--- config.mk ---
export PLATFORM = sky130hd
export DESIGN_NAME = ifetch_controller
export DESIGN_NICKNAME = d
export VERILOG_FILES = /design/src/rtl/ifetch_controller.sv
export SDC_FILE = /design/constraint.sdc
export NUM_CORES = 1
export LEC_CHECK = 0
export CAP_MARGIN = 5
export CORE_MARGIN = 4
export CORE_UTILIZATION = 41
export DETAILED_ROUTE_END_ITERATION = 12
export GPL_TIMING_DRIVEN = 0
export PLACE_DENSITY = 0.87
export REMOVE_ABC_BUFFERS = 1
export SLEW_MARGIN = 15
export SYNTH_ARGS = -nofsm -noshare
export SYNTH_HDL_FRONTEND = slang
export SYNTH_SLANG_ARGS = --single-unit
--- constraint.sdc ---
create_clock -name i_clk -period 1.9 [get_ports i_clk]
set_input_delay 0.285 -clock i_clk [delete_from_list [all_inputs] [get_ports i_clk]]
set_output_delay 0.285 -clock i_clk [all_outputs]
set_load 0.03 [all_outputs]
--- src/rtl/ifetch_controller.sv ---
// Instruction-fetch sequencer: arbitrates program loading against pipeline fetch, owns the PC and
// the IF/ID register, and handles stall, redirect and halt.
module ifetch_controller #(
    parameter logic [7:0]  START_PC  = 8'd0,
    parameter logic [31:0] HALT_WORD = 32'hFFFF_FFFF,
    parameter logic        WRAP_EN   = 1'b0
) (
    input  logic        i_clk,
    input  logic        i_reset,
    input  logic        i_start,
    input  logic        i_ld_valid,
    output logic        o_ld_ready,
    input  logic [7:0]  i_ld_addr,
    input  logic [31:0] i_ld_data,
    output logic        o_imem_we,
    output logic [7:0]  o_imem_waddr,
    output logic [31:0] o_imem_wdata,
    output logic [7:0]  o_imem_addr,
    input  logic [31:0] i_imem_data,
    input  logic        i_stall,
    input  logic        i_redirect_valid,
    input  logic [7:0]  i_redirect_pc,
    output logic [31:0] o_instr_out,
    output logic [7:0]  o_pc_out,
    output logic        o_instr_valid,
    output logic [8:0]  o_ld_count,
    output logic        o_halted,
    output logic [1:0]  o_state
);

    typedef enum logic [1:0] {
        StIdle = 2'b00,
        StLoad = 2'b01,
        StRun  = 2'b10,
        StHalt = 2'b11
    } state_t;

    state_t      r_state;
    logic [7:0]  r_pc;
    logic [31:0] r_instr;
    logic [7:0]  r_pc_out;
    logic        r_instr_valid;
    logic        r_halted;
    logic        r_imem_we;
    logic [7:0]  r_imem_waddr;
    logic [31:0] r_imem_wdata;
    logic [8:0]  r_ld_count;

    logic w_beat;
    logic w_enter_run;

    assign o_ld_ready  = (r_state != StRun);
    assign w_beat      = i_ld_valid & o_ld_ready;
    // A beat always wins over start in the same cycle.
    assign w_enter_run = (r_state != StRun) & ~w_beat & i_start;

    always_ff @(posedge i_clk) begin
        if (i_reset) begin
            r_state       <= StIdle;
            r_pc          <= 8'd0;
            r_instr       <= 32'd0;
            r_pc_out      <= 8'd0;
            r_instr_valid <= 1'b0;
            r_halted      <= 1'b0;
            r_imem_we     <= 1'b0;
            r_imem_waddr  <= 8'd0;
            r_imem_wdata  <= 32'd0;
            r_ld_count    <= 9'd0;
        end else begin
            r_imem_we <= w_beat;
            if (w_beat) begin
                r_imem_waddr  <= i_ld_addr;
                r_imem_wdata  <= i_ld_data;
                r_state       <= StLoad;
                r_halted      <= 1'b0;
                r_instr_valid <= 1'b0;
                if (r_ld_count != 9'd256) begin
                    r_ld_count <= r_ld_count + 9'd1;
                end
            end else if (w_enter_run) begin
                r_state       <= StRun;
                r_pc          <= START_PC;
                r_instr_valid <= 1'b0;
                r_ld_count    <= 9'd0;
                r_halted      <= 1'b0;
            end else if (r_state == StRun) begin
                if (i_redirect_valid) begin
                    r_pc          <= i_redirect_pc;
                    r_instr_valid <= 1'b0;
                end else if (i_stall) begin
                    r_pc <= r_pc;
                end else if (i_imem_data == HALT_WORD) begin
                    r_instr_valid <= 1'b0;
                    r_state       <= StHalt;
                    r_halted      <= 1'b1;
                end else begin
                    r_instr       <= i_imem_data;
                    r_pc_out      <= r_pc;
                    r_instr_valid <= 1'b1;
                    // Without wrap, address 255 is the last word issued before halting.
                    if (r_pc == 8'd255 && !WRAP_EN) begin
                        r_state  <= StHalt;
                        r_halted <= 1'b1;
                    end else begin
                        r_pc <= r_pc + 8'd1;
                    end
                end
            end else begin
                r_instr_valid <= 1'b0;
            end
        end
    end

    assign o_imem_we     = r_imem_we;
    assign o_imem_waddr  = r_imem_waddr;
    assign o_imem_wdata  = r_imem_wdata;
    assign o_imem_addr   = r_pc;
    assign o_instr_out   = r_instr;
    assign o_pc_out      = r_pc_out;
    assign o_instr_valid = r_instr_valid;
    assign o_ld_count    = r_ld_count;
    assign o_halted      = r_halted;
    assign o_state       = r_state;

endmodule

-- Word-level counts from Yosys, hierarchy flattened
Index checks and enable logic that the tools add are counted.
- word-level logic and storage cells: 69
- input port bits: 86
- output and inout port bits: 103
- flip-flop bits (word level): 102
- mux-type cells: 19
- bitwise gates (word level): 9
- equal/unequal tests: 13
- reduce and logical (&&, ||, !) cells: 15
- add/sub/neg operators: 2
- operators by type and width (kind ; number):
    8-bit 2-to-1 mux ; 6
    32-bit equality test, second input constant ; 1
    9-bit 2-to-1 mux ; 3
    2-bit 2-to-1 mux ; 6
    4-bit AND reduction ; 3
    9-bit by 1-bit adder with 9-bit output, second input constant ; 1
    3-bit by 1-bit != test with 1-bit output, second input constant ; 3
    9-bit != test, second input constant ; 1
    8-bit by 1-bit adder with 8-bit output, second input constant ; 1
    8-bit equality test, second input constant ; 1
    2-bit by 1-bit != test with 1-bit output, second input constant ; 3
    3-bit != test, second input constant ; 2
    1-bit NOT ; 6
    6-bit AND reduction ; 1
    2-bit nonzero test ; 3
    3-bit nonzero test ; 2
    5-bit AND reduction ; 1
    5-bit OR reduction ; 1
    1-bit 2-to-1 mux ; 4
    4-bit nonzero test ; 1
    1-bit AND ; 3
    3-bit OR reduction ; 1
    2-bit equality test, second input constant ; 1
    2-bit != test, second input constant ; 1
    other kinds (2) ; 2

-- Longest topological paths before layout
- word-level depth: 8
- mapped depth: 7
- gate-level depth less buffers: 7

-- Least setup slack after synthesis
OpenSTA, ideal clock, no wires.
- path kind: flip-flop to flip-flop
- start: reg r_pc[0] (netlist: o_imem_addr[0])
- end: reg r_pc[0] (netlist: o_imem_addr[0])
- slack: -0.101 ns
- required time: 1.778 ns
- path buffers: 1
- arrival: 1.879 ns
- stages on the path, launching flop included: 7
- clock period less this slack: 2.001 ns
- setup time: 0.122 ns
- path through: dfxtp_1 ha_1 nand3_1 or3_1 clkbuf_1 and2_0 o311a_1
- cells in the longest elaborated chain, start to end: 7
- elaborated cells between the ends (all ways): 10
- classes of those cells: add/sub (1); eq/ne (2); mux (6); reduce/logical (1)
- ends and longest elaborated chain (item ; line ; RTL):
    start: declaration ; 39 ; logic [7:0] r_pc;
    start signal: assignment ; 88 ; r_pc <= i_redirect_pc;
    start signal: assignment ; 91 ; r_pc <= r_pc;
    start signal: assignment ; 105 ; r_pc <= r_pc + 8'd1;
    8-bit by 1-bit adder with 8-bit output ; 105 ;
    8-bit 2-to-1 mux ; 101 ; if (r_pc == 8'd255 && !WRAP_EN) begin
    8-bit 2-to-1 mux ; 92 ; end else if (i_imem_data == HALT_WORD) begin
    8-bit 2-to-1 mux ; 90 ; end else if (i_stall) begin
    8-bit 2-to-1 mux ; 87 ; if (i_redirect_valid) begin
    8-bit 2-to-1 mux ; 86 ; end else if (r_state == StRun) begin
    8-bit 2-to-1 mux ; 80 ; end else if (w_enter_run) begin
Parallel ways exist; a longest one is shown, timed or not. The select of a mux whose other input is x is not followed.
A chain may end at the register's enable or synchronous reset.

-- Worst setup path after layout
- start: reg r_state[1] (netlist: o_state[1])
- end: reg r_instr[9] (netlist: o_instr_out[9])
- cells in the longest elaborated chain, start to end: 7
- elaborated cells between the ends (all ways): 8
- classes of those cells: eq/ne (2); bitwise (5); reduce/logical (1)
- ends and longest elaborated chain (item ; line ; RTL):
    start: declaration ; 38 ; state_t r_state;
    start signal: assignment ; 59 ; r_state <= StIdle;
    start signal: assignment ; 74 ; r_state <= StLoad;
    start signal: assignment ; 81 ; r_state <= StRun;
    2-bit != test ; 52, 55 ;
    1-bit AND ; 53 ; assign w_beat = i_ld_valid & o_ld_ready;
    1-bit NOT (no line) ; -- ;
    1-bit AND (2 in a row) ; 55 ; assign w_enter_run = (r_state != StRun) & ~w_beat & i_start;
    1-bit NOT (no line) ; -- ;
    6-bit AND reduction (no line) (*) ; -- ;
    end signal: assignment ; 97 ; r_instr <= i_imem_data;
    end: declaration ; 40 ; logic [31:0] r_instr;
Every way passes the cells marked *; elsewhere a longest branch is shown, timed or not.

==> results.json <==
{
  "wire_per_inst_um": 15.90,
  "grt_max_degree": 74,
  "tightest_slew_ns": 0.7683,
  "cts_max_level": 3,
  "synth-compound-area-share_pct": 11.67,
  "final_area_um2": 6487,
  "outcome": "complete, no violations",
  "die_x_um": 107.6,
  "grt_pass1_vias": 3804,
  "rsz0062_at_grt": "yes",
  "num-fill-cells": 784,
  "synthTopCellsByArea": "dfxtp_1 (50%), mux2i_1 (10%), nand2_1 (9.1%)",
  "synth-adder-area-share_pct": 0.9234,
  "ys.flop_type": "dfxtp_1",
  "synthSimpleGateAreaFrac_pct": 21.48,
  "min_from": "i_reset",
  "pwr-share-comb_pct": 18.0,
  "cp_common_cell": "clkbuf_16",
  "ys_ff_latch": 102,
  "path_class": "reg -> reg",
  "finalClockSkew_ns": 0.008189,
  "switching_power_mw": 1.175,
  "hold_viol": 0,
  "power.leakage_nw": 2.383,
  "p_sw_share_pct": 25.76,
  "synth_top_family_by_area": "simple AND/OR/NAND/NOR gates",
  "cts_hold_buf": 0,
  "totalWireLength_um": 12480,
  "critPathLaunch": "o_state[1]$_SDFFE_PP0P_",
  "via_per_inst": 5.056,
  "numPortBuffers": 188,
  "crit_required_ns": 2.12,
  "synth-async-reset-ratio_pct": 0,
  "drcViolationCount": 0,
  "overflow": 0,
  "synth_area_per_cell_um2": 8.780,
  "max-slew-margin-rel_pct": 48.60,
  "synth_edf_count": 0,
  "rrSetupSlack_ns": 0.06,
  "drtPass1Iterations": 4,
  "cts_root_buf": "clkbuf_8",
  "cts_tree": "yes",
  "cts_max_path_buffers": 2,
  "grt_pass1_wl_um": 18800,
  "die_h_um": 107.6,
  "track_usage_pct": 20.19,
  "r2r-start": "o_state[1]$_SDFFE_PP0P_",
  "power_frac_seq_pct": 49.7,
  "pin_count": 189,
  "finalNetCount": 736,
  "netlist_area_um2": 4065,
  "drtIter0Drc": 186,
  "ys_types": 43,
  "clkLatencyLatePin_ns": 0.35,
  "yosysTopAreaCellShare_pct": 50.23,
  "cts.reportedPaths.clkPinSlew_ns": 0.09,
  "grt_antenna_before_repair": 0,
  "area_growth_pct": 59.59,
  "powerDensity_nw_per_um2": 703.3,
  "cts_sinks": 102,
  "cp-end-kind": "flop",
  "finalSetupViolCount": 0,
  "min_period_ns": 1.835,
  "ys_seq_area_share_pct": 50.23,
  "drive_gt1_share_pct": 7.822,
  "synth-xor-area-share_pct": 1.293,
  "drv_slew": 0,
  "cts_made_buffers": 9,
  "coreArea_um2": 9729,
  "cpPeakStageDelay_ns": 0.35,
  "antenna_cells": 0,
  "fmax_ghz": 0.5448,
  "synthCells": 463,
  "synth_top_cell_by_area": "dfxtp_1",
  "slowest_stage": "dfxtp_2",
  "critPathTopFamily": "simple AND/OR/NAND/NOR gates",
  "rows": 36,
  "p_int_mw": 3.387,
  "postPlaceCellArea_um2": 6085,
  "postLayoutCoreUtil_pct": 66.68,
  "path_buf_inv": 3,
  "synthTopCellsByCount": "dfxtp_1 (102), nand2_1 (99), nor2_1 (53)",
  "place_congestion": 0.8667,
  "pwr-share-clk_pct": 32.3,
  "cp_max_fo": 5,
  "ir_drop_mv": 0.3795,
  "num_vias": 3969,
  "drv_cap": 0,
  "synth_most_common_cell": "dfxtp_1",
  "dieArea_um2": 11570,
  "start_util_pct": 41.78,
  "cp-start-kind": "flop",
  "dp_hpwl_um": 9178,
  "yosys_warnings": 0,
  "hp-class": "in -> reg",
  "min_period_over_period_pct": 96.60,
  "ant_nets": 0,
  "crit_chain": "nor2b_4 -> inv_4 -> or3_4 -> a21oi_4 -> clkbuf_16 -> clkbuf_16 -> mux2i_1 -> nor2_1",
  "synthMuxAreaShare_pct": 10.34,
  "cp.arrival_ns": 2.05
}
## flip-flops by register name (all words and copies together) (netlist names)
register / count
o_halted: 1
o_imem_wdata: 32
o_imem_waddr: 8
o_ld_count: 9
o_state: 2
o_imem_addr: 8
o_pc_out: 8
o_instr_out: 32
o_imem_we: 1
o_instr_valid: 1
## worst register-to-register path: cells and delay by family, from the launching register on
family,cells,cell delay [ns]
simple gates,3,0.61
compound gates,1,0.16
buf+inv,3,0.40
flops,1,0.35
mux,1,0.20
## power groups by stage
| stage | registers [mW] | logic, mW | clock network [mW] |
|---|---|---|---|
| global placement | 2.31 | 0.770 | 0 |
| global route | 2.28 | 0.875 | 1.59 |
| floorplan | 2.47 | 0.192 | 0 |
| detailed placement | 2.32 | 0.807 | 0 |
| CTS | 2.27 | 0.818 | 1.51 |
| finish | 2.27 | 0.823 | 1.47 |
## cell usage in the layout, fill, tap and decap left out, types with 4 or more instances in the layout
master / netlist / routed
clkbuf_8: 0 / 10
dlymetal6s2s_1: 0 / 9
o21ai_0: 6 / 6
mux2i_1: 42 / 40
buf_4: 0 / 5
o2111ai_1: 5 / 5
o31ai_1: 5 / 5
inv_1: 6 / 6
nand4_1: 9 / 9
a21oi_1: 49 / 49
nand2_1: 99 / 98
dfxtp_2: 0 / 4
nand3_1: 9 / 8
dfxtp_1: 102 / 98
nor2_1: 53 / 51
clkdlybuf4s50_1: 0 / 176
nor3_1: 5 / 5
## worst paths after layout
kind	endpoint	cells after the start
worst max-delay path	o_instr_out[9]$_SDFFE_PP0P_	8
worst min-delay path	o_imem_wdata[28]$_SDFFE_PP0P_	2
worst max register to register	o_instr_out[9]$_SDFFE_PP0P_	8
worst min register to register	o_imem_wdata[8]$_SDFFE_PP0P_	2
## logic make-up (layout without fill, tap and decap cells)
family,after synthesis,count (layout)
buffers and inverters,35,224
adder cells (fa/ha/maj),3,3
AND/OR/NAND/NOR,197,197
flip-flops,102,102
XOR/XNOR,6,6
multiplexers,42,42
AO/OA/AOI/OAI,78,78
## through the flow
stage | std cells | setup TNS, ns | worst slack, ns | power, mW | hold slack [ns]
floorplan | 435 | -45.17 | -0.7353 | 2.657 | 0.3541
global placement | 756 | -156.49 | -2.263 | 3.082 | 0.4417
detailed placement | 760 | -39.11 | -1.038 | 3.122 | 0.4485
CTS | 781 | 0 | 0.02665 | 4.589 | 0.2210
global route | 785 | -0.09235 | -0.02257 | 4.744 | 0.2335
finish | 785 | 0 | 0.06462 | 4.563 | 0.2426
## repair_timing
| action | 4_1_cts | 5_1_grt |
|---|---|---|
| gates cloned | 0 | 2 |
| buffers inserted | 5 | 2 |
| pin swaps | 1 | 6 |
| endpoints found under the setup margin | 50 | 45 |
| resized for setup | 10 | 20 |
## per-layer routing
metal	track usage, %	wire (um)
met5	0	0
met4	6.402	105
met3	4.139	642
met2	37.30	6910
met1	23.11	4825
## cell type report
class / instances / area, um2 / area share (%)
Tap cell: 133 / 166.4 / 2.565
Clock inverter: 4 / 70.07 / 1.080
Inverter: 7 / 28.78 / 0.4436
Timing Repair Buffer: 201 / 2118 / 32.65
Clock buffer: 12 / 145.1 / 2.237
Sequential cell: 102 / 2047 / 31.55
Multi-Input combinational cell: 326 / 1912 / 29.47
Note: power is estimated with default switching activity, not from simulation.
